**src/rtl/uart_rx_deserializer.sv**
```systemverilog
// UART receive deserializer: oversampled 2-of-3 majority bit recovery with
// optional even/odd parity check and stop-bit check.
module uart_rx_deserializer #(
  parameter int unsigned DATA_W     = 8,
  parameter int unsigned PRESCALE_W = 6
) (
  input  logic                  clck,
  input  logic                  rst,
  input  logic                  rx_in,
  input  logic [PRESCALE_W-1:0] prescale,
  input  logic                  par_en,
  input  logic                  par_typ,
  output logic [DATA_W-1:0]     p_data,
  output logic                  data_valid,
  output logic                  par_err,
  output logic                  stp_err
);
  localparam int unsigned BIT_CNT_W = $clog2(DATA_W + 1);

  typedef enum logic [2:0] {IDLE, START, DATA, PARITY, STOP} state_t;

  state_t                state;
  state_t                state_nxt;
  logic [PRESCALE_W-1:0] edge_cnt;
  logic [PRESCALE_W-1:0] half;
  logic [BIT_CNT_W-1:0]  bit_cnt;
  logic [DATA_W-1:0]     shreg;
  logic [2:0]            samp;
  logic                  par_en_l;
  logic                  par_typ_l;
  logic                  par_bad;
  logic                  par_bad_nxt;
  logic                  valid_nxt;
  logic                  perr_nxt;
  logic                  serr_nxt;
  logic                  bit_end_c;
  logic                  maj_c;
  logic                  start_c;

  assign half      = prescale >> 1;
  assign bit_end_c = (edge_cnt == prescale - PRESCALE_W'(1));
  assign maj_c     = (samp[0] & samp[1]) | (samp[0] & samp[2]) | (samp[1] & samp[2]);
  assign start_c   = (state == IDLE) && !rx_in;

  // State register
  always_ff @(posedge clck or negedge rst) begin
    if (!rst) state <= IDLE;
    else      state <= state_nxt;
  end

  // Next state and frame-end flag decode
  always_comb begin
    state_nxt   = state;
    par_bad_nxt = par_bad;
    valid_nxt   = 1'b0;
    perr_nxt    = 1'b0;
    serr_nxt    = 1'b0;
    case (state)
      IDLE: begin
        if (!rx_in) begin
          state_nxt   = START;
          par_bad_nxt = 1'b0;
        end
      end
      START: begin
        if (bit_end_c) state_nxt = maj_c ? IDLE : DATA;
      end
      DATA: begin
        if (bit_end_c && (bit_cnt == BIT_CNT_W'(DATA_W - 1)))
          state_nxt = par_en_l ? PARITY : STOP;
      end
      PARITY: begin
        if (bit_end_c) begin
          state_nxt   = STOP;
          par_bad_nxt = (maj_c != ((^shreg) ^ par_typ_l));
        end
      end
      STOP: begin
        if (bit_end_c) begin
          state_nxt = IDLE;
          serr_nxt  = !maj_c;
          perr_nxt  = par_bad;
          valid_nxt = maj_c && !par_bad;
        end
      end
      default: state_nxt = IDLE;
    endcase
  end

  // Counters, samplers, shift register and registered outputs
  always_ff @(posedge clck or negedge rst) begin
    if (!rst) begin
      edge_cnt   <= '0;
      bit_cnt    <= '0;
      shreg      <= '0;
      samp       <= '0;
      par_en_l   <= 1'b0;
      par_typ_l  <= 1'b0;
      par_bad    <= 1'b0;
      p_data     <= '0;
      data_valid <= 1'b0;
      par_err    <= 1'b0;
      stp_err    <= 1'b0;
    end else begin
      par_bad    <= par_bad_nxt;
      data_valid <= valid_nxt;
      par_err    <= perr_nxt;
      stp_err    <= serr_nxt;
      if (valid_nxt) p_data <= shreg;
      if (state == IDLE) begin
        // The detection edge counts as edge 0 of the start bit
        edge_cnt <= start_c ? PRESCALE_W'(1) : '0;
        bit_cnt  <= '0;
        if (start_c) begin
          par_en_l  <= par_en;
          par_typ_l <= par_typ;
        end
      end else begin
        edge_cnt <= bit_end_c ? '0 : edge_cnt + PRESCALE_W'(1);
        if (edge_cnt == half - PRESCALE_W'(1)) samp[0] <= rx_in;
        if (edge_cnt == half)                  samp[1] <= rx_in;
        if (edge_cnt == half + PRESCALE_W'(1)) samp[2] <= rx_in;
        if (bit_end_c && (state == DATA)) begin
          shreg   <= {maj_c, shreg[DATA_W-1:1]};
          bit_cnt <= bit_cnt + BIT_CNT_W'(1);
        end
      end
    end
  end

endmodule

```
**config.mk**
```make
export PLATFORM = sky130hd
export DESIGN_NAME = uart_rx_deserializer
export DESIGN_NICKNAME = d
export VERILOG_FILES = /design/src/rtl/uart_rx_deserializer.sv
export SDC_FILE = /design/constraint.sdc
export NUM_CORES = 1
export LEC_CHECK = 0
export CAP_MARGIN = 10
export CORE_MARGIN = 4
export CORE_UTILIZATION = 40
export DETAILED_ROUTE_END_ITERATION = 8
export PLACE_DENSITY = 0.59
export REMOVE_ABC_BUFFERS = 1
export SETUP_SLACK_MARGIN = 0.15
export SLEW_MARGIN = 20
export SYNTH_ARGS = -nofsm -noshare
export SYNTH_HDL_FRONTEND = slang
export SYNTH_SLANG_ARGS = --single-unit
```
**constraint.sdc**
```tcl
create_clock -name clck -period 2.1 [get_ports clck]
set_input_delay 0.21 -clock clck [delete_from_list [all_inputs] [get_ports clck]]
set_output_delay 0.21 -clock clck [all_outputs]
set_load 0.03 [all_outputs]
```
==> impl_metrics.py, run 1 <==
metrics = {
    "cells_and_area": {
        "finalNonFillerCells": 343,
        "drive_above_1_share_pct": 36.6,
        "area_growth_syn_to_layout_pct": 41.7,
        "post-route-util_pct": 60.1,
        "fin_nets": 289,
        "diodes": 0,
        "stdcell_area_um2": 3170,
    },
    "floorplan": {
        "die_area_um2": 6850,
        "die-width_um": 82.7,
        "rows": 26,
        "initial_core_util_pct": 42.4,
        "ios": 22,
        "chipHeight_um": 82.7,
        "core_um2": 5270,
    },
    "place": {
        "io_buffers": 21,
        "place_congestion": 0.881,
        "dpl.cell_count": 330,
        "dpl_cell_area_um2": 2780,
        "dp_hpwl_um": 3610,
    },
    "worst_setup_path": {
        "crit_path_start": "edge_cnt[5]",
        "r2r_slack_ns": 0.05,
        "r2r_start": "edge_cnt[5]",
        "arrival_ns": 2.23,
        "reg2reg_to": "par_bad",
        "reg2reg_depth": 7,
        "setup.worst_path.end_class": "flop",
        "cp_data_required_time_ns": 2.29,
        "endpoint": "par_bad",
        "crit_fanout": 3,
        "critPathLaunchType": "flop",
        "crit_type": "flop to flop",
    },
    "sta": {
        "min_period_ns": 2.05,
        "setup_viol": 0,
        "worstMarginPinSlew_ns": 0.832,
        "skew_ns": 0.00848,
        "relSlewSlack_pct": 44.5,
        "maxSlewViolCount": 0,
        "fin_crit_sh_pct": 97.4,
        "rsz0062_at_grt": "yes",
        "max_freq_ghz": 0.489,
        "hold_violations": 0,
    },
    "route": {
        "via_per_inst": 5.15,
        "drt_pass1_iterations": 4,
        "ant_nets": 0,
        "drc": 0,
        "wl_per_cell_um": 15.4,
        "drt_wl_total_um": 5280,
        "first_iter_violations": 66,
        "vias": 1766,
    },
    "clock_network": {
        "cts_tree": "done",
        "path_clk_slew_ns": 0.08,
        "cts_buffers": 5,
        "cts_root_buffer": "clkbuf_8",
        "clkSinkCount": 38,
        "insertion_delay_ns": 0.30,
        "ctsLongestPathBuffers": 2,
        "h-tree-depth": 2,
    },
    "pwr": {
        "cellPowerDensity_nw_per_um2": 939,
        "vdd_drop_max_v": 0.000657,
        "p_total_mw": 2.97,
        "p_leak_nw": 1.42,
    },
    "logic_synthesis": {
        "avgSynthCellArea_um2": 10.6,
        "synth_cell_types": 45,
        "yosysWarnings": 0,
        "syn_area_um2": 2230,
        "synth-edff-count": 0,
        "seq_area_frac_synth_pct": 42.6,
        "syn_inst": 211,
        "synth-async-reset-ratio_pct": 100,
        "ys.flop_type": "dfrtp_1",
        "synth-seq-cells": 38,
    },
    "global_route": {
        "grt_remaining_overflow": 0,
        "grt_first_pass_wirelength_um": 8620,
        "grt_max_degree": 39,
        "grt_pass1_vias": 1754,
        "grtUsageTotal_pct": 17.1,
        "antenna_found_initial": 0,
    },
    "min_path": {
        "hold_path.class": "input port to async pin",
    },
    "run_status": {
        "outcome": "finished, final reports clean",
    },
    "run": {
        "cap_violations": 0,
    },
}
==> layout by cell type, fill, tap and decap left out, types with 4 or more instances in the layout <==
cell type | netlist | layout
a31oi_1 | 6 | 6
nand3_1 | 7 | 7
o21ai_0 | 7 | 4
clkbuf_8 | 0 | 6
buf_4 | 1 | 36
dlygate4sd2_1 | 0 | 5
nand2b_1 | 4 | 4
nand2_1 | 13 | 12
mux2_4 | 0 | 9
inv_1 | 8 | 6
mux2_2 | 22 | 13
dfrtp_1 | 38 | 38
buf_6 | 0 | 4
nor2_1 | 12 | 11
clkdlybuf4s50_1 | 0 | 14
xor2_1 | 10 | 10
or3_1 | 5 | 4
ha_1 | 6 | 5
xnor2_1 | 19 | 16
nor3_1 | 6 | 4
==> cells in the mapped netlist, drive strengths merged, types with 6 or more instances <==
library cell	instances	area, um2
nand2	13	48.8
inv	8	30.0
nand3	8	52.6
xnor2	19	166
nor2	12	45.0
o21ai	7	35.0
xor2	10	87.6
nor3	7	46.3
or3	6	42.5
mux2	22	248
a31oi	6	37.5
ha	6	75.1
dfrtp	38	951
==> report_power, final <==
| group | switching [mW] | internal, mW |
|---|---|---|
| sequential | 0.111 | 0.846 |
| combinational | 0.653 | 0.597 |
| clock | 0.263 | 0.507 |
==> state kept, by name, summed over array words and instances (netlist names) <==
register / flops
p_data: 8
shreg: 8
edge_cnt: 6
bit_cnt: 4
samp: 3
state: 3
data_valid: 1
par_bad: 1
par_en_l: 1
par_err: 1
par_typ_l: 1
stp_err: 1
==> routing by layer <==
metal  share of wire, %  up-vias  GRT usage, %  routed length [um]
met2                 47       28          26.2                2470
li1                   -      870             -                   -
met5                  0        -             0                   0
met1                 48      859          23.2                2540
met4                2.0        0          5.72                 106
met3                3.2        9          4.66                 169
==> timing repair <==
item | CTS | global route
endpoints found under the setup margin | 33 | 33
gates resized for setup | 32 | 20
hold buffers | 0 | 0
pin swaps | 8 | 2
buffers inserted | 1 | 3
cloned | 1 | 0
==> critical path, cell delays in order, from the launching register on <==
cell,delay (ns)
dfrtp_1,0.41
xnor2_2,0.15
or3_4,0.39
buf_4,0.15
a2111oi_4,0.33
buf_4,0.16
a21oi_1,0.06
mux2_2,0.28
==> per-stage QoR <==
stage	hold slack [ns]	worst slack, ns	setup TNS [ns]
2_1_floorplan	-0.0856	-0.182	-1.98
3_3_place_gp	0.363	-0.630	-17.83
3_5_place_dp	0.372	-0.647	-18.00
4_1_cts	0.0437	0.0633	0
5_1_grt	0.0934	-0.00510	-0.0110
6_report	0.00370	0.0536	0
==> how the worst min path moves through the flow <==
stage,start,endpoint,slack [ns],cells past startpoint
floorplan,rst,bit_cnt[0],-0.09,0
global placement,rst,state[1],0.36,1
detailed placement,rst,state[1],0.37,1
CTS,rst,state[1],0.04,1
global route,rst,state[0],0.09,1
finish,rst,state[1],0.004,1
==> final cells by class <==
cell class | instances | area (um2)
clock buffer | 6 | 82.6
inverter | 8 | 30.0
fill | 481 | 2100
sequential | 38 | 951
timing repair buffer | 62 | 534
clock inverter | 2 | 60.1
tap | 70 | 87.6
multi-input combinational | 157 | 1420
==> kinds of logic (layout without fill, tap and decap cells) <==
logic type                 after synthesis  in the layout  share of synthesized area [%]
xor gates and xnor gates                30             30                           12.4
DFF                                     38             38                           42.6
AOI/OAI and AO/OA                       28             28                           9.07
muxes                                   25             25                           12.4
adders and majority gates                7              7                           3.81
buffers and inverters                   17             78                           3.25
and+or+nand+nor                         66             67                           16.5
Power figures use the tool's default switching activity.
==> inputs of run 2 (changes only) <==
--- a/config.mk
+++ b/config.mk
@@ -5,11 +5,12 @@
 export SDC_FILE = /design/constraint.sdc
 export NUM_CORES = 1
 export LEC_CHECK = 0
-export CAP_MARGIN = 10
+export ABC_AREA = 1
+export CAP_MARGIN = 25
 export CORE_MARGIN = 4
 export CORE_UTILIZATION = 40
 export DETAILED_ROUTE_END_ITERATION = 8
-export PLACE_DENSITY = 0.59
+export PLACE_DENSITY = 0.58
 export REMOVE_ABC_BUFFERS = 1
 export SETUP_SLACK_MARGIN = 0.15
 export SLEW_MARGIN = 20
==> impl_metrics.py, run 2 <==
metrics = {
    "global_route": {
        "grt_first_pass_wirelength_um": 8790,
        "grt_remaining_overflow": 0,
        "grt_pass1_vias": 1947,
        "grt_max_degree": 39,
        "antenna_found_initial": 0,
        "grtUsageTotal_pct": 14.8,
    },
    "cells_and_area": {
        "post-route-util_pct": 50.7,
        "final_cell_mix": "nand2_1, dfrtp_1, inv_1",
        "drive_above_1_share_pct": 14.9,
        "fin_nets": 365,
        "fillerInstances": 546,
        "reg.largest.list": "p_data (8), shreg (8), edge_cnt (6)",
        "final-seq-area_um2": 951,
        "diodes": 0,
        "layout_commonest_cell": "nand2_1",
        "stdcell_area_um2": 2860,
        "multiInputGateArea_um2": 1270,
        "area_growth_syn_to_layout_pct": 20.3,
    },
    "logic_synthesis": {
        "synth_compound_area_share_pct": 7.16,
        "yosysWarnings": 0,
        "ys.flop_type": "dfrtp_1",
        "synthMuxAreaShare_pct": 1.42,
        "syn_inst": 311,
        "avgSynthCellArea_um2": 7.64,
        "synth_cell_types": 30,
        "yosys.area_share.simple_pct": 32.7,
        "yosys-top-cells-count": "nand2_1, dfrtp_1, inv_1",
        "synth.area.top_cells": "dfrtp_1, nand2_1, xor2_1",
        "synth_top_family_by_area": "simple AND/OR/NAND/NOR gates",
        "synth-seq-cells": 38,
        "synth-edff-count": 0,
        "seq_area_frac_synth_pct": 40.0,
        "synthXorXnorAreaFrac_pct": 8.00,
        "synth_top_area_share_pct": 40.0,
        "synth_fa_ha_area_share_pct": 3.16,
        "synth_most_common_cell": "nand2_1",
        "yosys.area.top_type": "dfrtp_1",
        "synth-async-reset-ratio_pct": 100,
        "syn_area_um2": 2380,
    },
    "clock_network": {
        "post_cts_buffers": 0,
        "clkSinkCount": 38,
        "h-tree-depth": 2,
        "path_clk_slew_ns": 0.08,
        "cts_root_buffer": "clkbuf_8",
        "cts_buffers": 5,
        "cts_tree": "done",
        "ctsHoldBuffers": 0,
        "post_cts_resized": 0,
        "ctsLongestPathBuffers": 2,
        "insertion_delay_ns": 0.29,
    },
    "pwr": {
        "intPower_mw": 1.42,
        "p_leak_nw": 1.41,
        "switching_share_pct": 40.1,
        "p_seq_share_pct": 40.6,
        "pwr-share-comb_pct": 36.7,
        "vdd_drop_max_v": 0.000405,
        "switchingPower_uw": 953,
        "clockPowerShare_pct": 22.7,
        "cellPowerDensity_nw_per_um2": 831,
    },
    "route": {
        "ant_nets": 0,
        "wl_per_cell_um": 11.8,
        "first_iter_violations": 76,
        "via_per_inst": 4.82,
        "drt_pass1_iterations": 4,
        "drt_wl_total_um": 4970,
        "vias": 2029,
        "drc": 0,
    },
    "worst_setup_path": {
        "setup.worst_path.end_class": "flop",
        "reg2reg_to": "par_bad",
        "critPathLaunchType": "input port",
        "cp_data_required_time_ns": 2.25,
        "crit_type": "input port to flop",
        "crit_fanout": 16,
        "r2r_start": "samp[0]",
        "reg2reg_depth": 8,
        "arrival_ns": 1.96,
        "r2r_slack_ns": 0.43,
    },
    "sta": {
        "fin_crit_sh_pct": 86.0,
        "setup_viol": 0,
        "worstMarginPinSlew_ns": 0.854,
        "min_period_ns": 1.81,
        "worst_slack_ns": 0.294,
        "maxSlewViolCount": 0,
        "holdWs_ns": 0.0211,
        "rsz0062_at_grt": "yes",
        "skew_ns": 0.00597,
        "relSlewSlack_pct": 43.1,
        "max_freq_ghz": 0.554,
        "hold_violations": 0,
    },
    "floorplan": {
        "initial_core_util_pct": 42.1,
        "core_um2": 5640,
        "rows": 27,
        "die_area_um2": 7240,
        "die-width_um": 85.1,
        "ios": 22,
        "chipHeight_um": 85.1,
    },
    "place": {
        "place_ws_ns": -0.0622,
        "io_buffers": 21,
        "dp_hpwl_um": 3860,
        "place_congestion": 0.830,
        "dpl_cell_area_um2": 2730,
    },
    "min_path": {
        "hold_path.class": "input port to async pin",
    },
    "run": {
        "cap_violations": 0,
    },
    "run_status": {
        "outcome": "finished, final reports clean",
    },
}
-- run 2: cell count changes after synthesis, sizes merged, moves of 4 or more --
cell,previous run,this run
a31oi,6,0
nand2b,4,0
mux2,22,1
nor2,12,22
nand2,13,117
inv,8,36
o21ai,7,22
xor2,10,14
nand4,2,6
nand3,8,23
clkbuf,5,0
xnor2,19,6
or3,6,0
-- run 2: metrics by stage --
step	cells	setup TNS, ns	power (mW)
2_1_floorplan	307	0	1.57
3_3_place_gp	413	-0.381	1.83
3_5_place_dp	413	-0.624	1.84
4_1_cts	421	0	2.38
5_1_grt	421	0	2.58
6_report	421	0	2.37
-- run 2: power by group through the flow --
stage,sequential (mW),clock (mW),combinational [mW]
after floorplan,0.943,0,0.625
after global placement,0.976,0,0.850
after detailed placement,0.977,0,0.858
after CTS,0.963,0.558,0.862
after global routing,0.985,0.587,1.01
final,0.964,0.538,0.871
-- run 2: layer usage --
| metal | vias up | track usage (%) | part of all wire (%) |
|---|---|---|---|
| li1 | 1058 | - | - |
| met1 | 925 | 18.9 | 47 |
| met2 | 36 | 25.1 | 47 |
| met3 | 10 | 2.62 | 3.5 |
| met4 | 0 | 5.18 | 2.3 |
| met5 | - | 0 | 0 |
-- run 2: logic make-up (layout without fill, tap and decap cells) --
kind of cell	Yosys count	count (layout)
adder cells (fa/ha/maj)	6	6
buffers and inverters	41	79
flip-flops	38	38
XOR/XNOR	20	20
AO/OA/AOI/OAI	27	27
AND/OR/NAND/NOR	177	177
multiplexers	2	2
-- run 2: how the worst max path moves through the flow --
| stage | startpoint | slack [ns] | to |
|---|---|---|---|
| after floorplan | prescale[1] | 0.34 | bit_cnt[2] |
| after global placement | prescale[1] | -0.05 | p_data[1] |
| after detailed placement | prescale[1] | -0.06 | shreg[7] |
| after CTS | prescale[1] | 0.24 | shreg[7] |
| after global routing | prescale[1] | 0.13 | shreg[7] |
| final | prescale[1] | 0.29 | shreg[7] |
-- run 2: critical path: stages --
cell and delay, ns:
clkdlybuf4s50_1 0.48, inv_1 0.08, ha_1 0.29, inv_1 0.04, nand2_1 0.05, nand2_1 0.07
nor2_4 0.08, nand3_2 0.08, nor2_4 0.16, nand3_4 0.11, buf_8 0.18, nand2_1 0.07
o21ai_2 0.05
-- run 2: layout make-up --
class / instances / share of cell area, %
clock buffer: 6 / 2.89
clock inverter: 2 / 0.438
inverter: 37 / 5.04
multi-input combinational: 232 / 44.4
sequential: 38 / 33.3
tap: 72 / 3.15
timing repair buffer: 34 / 10.9
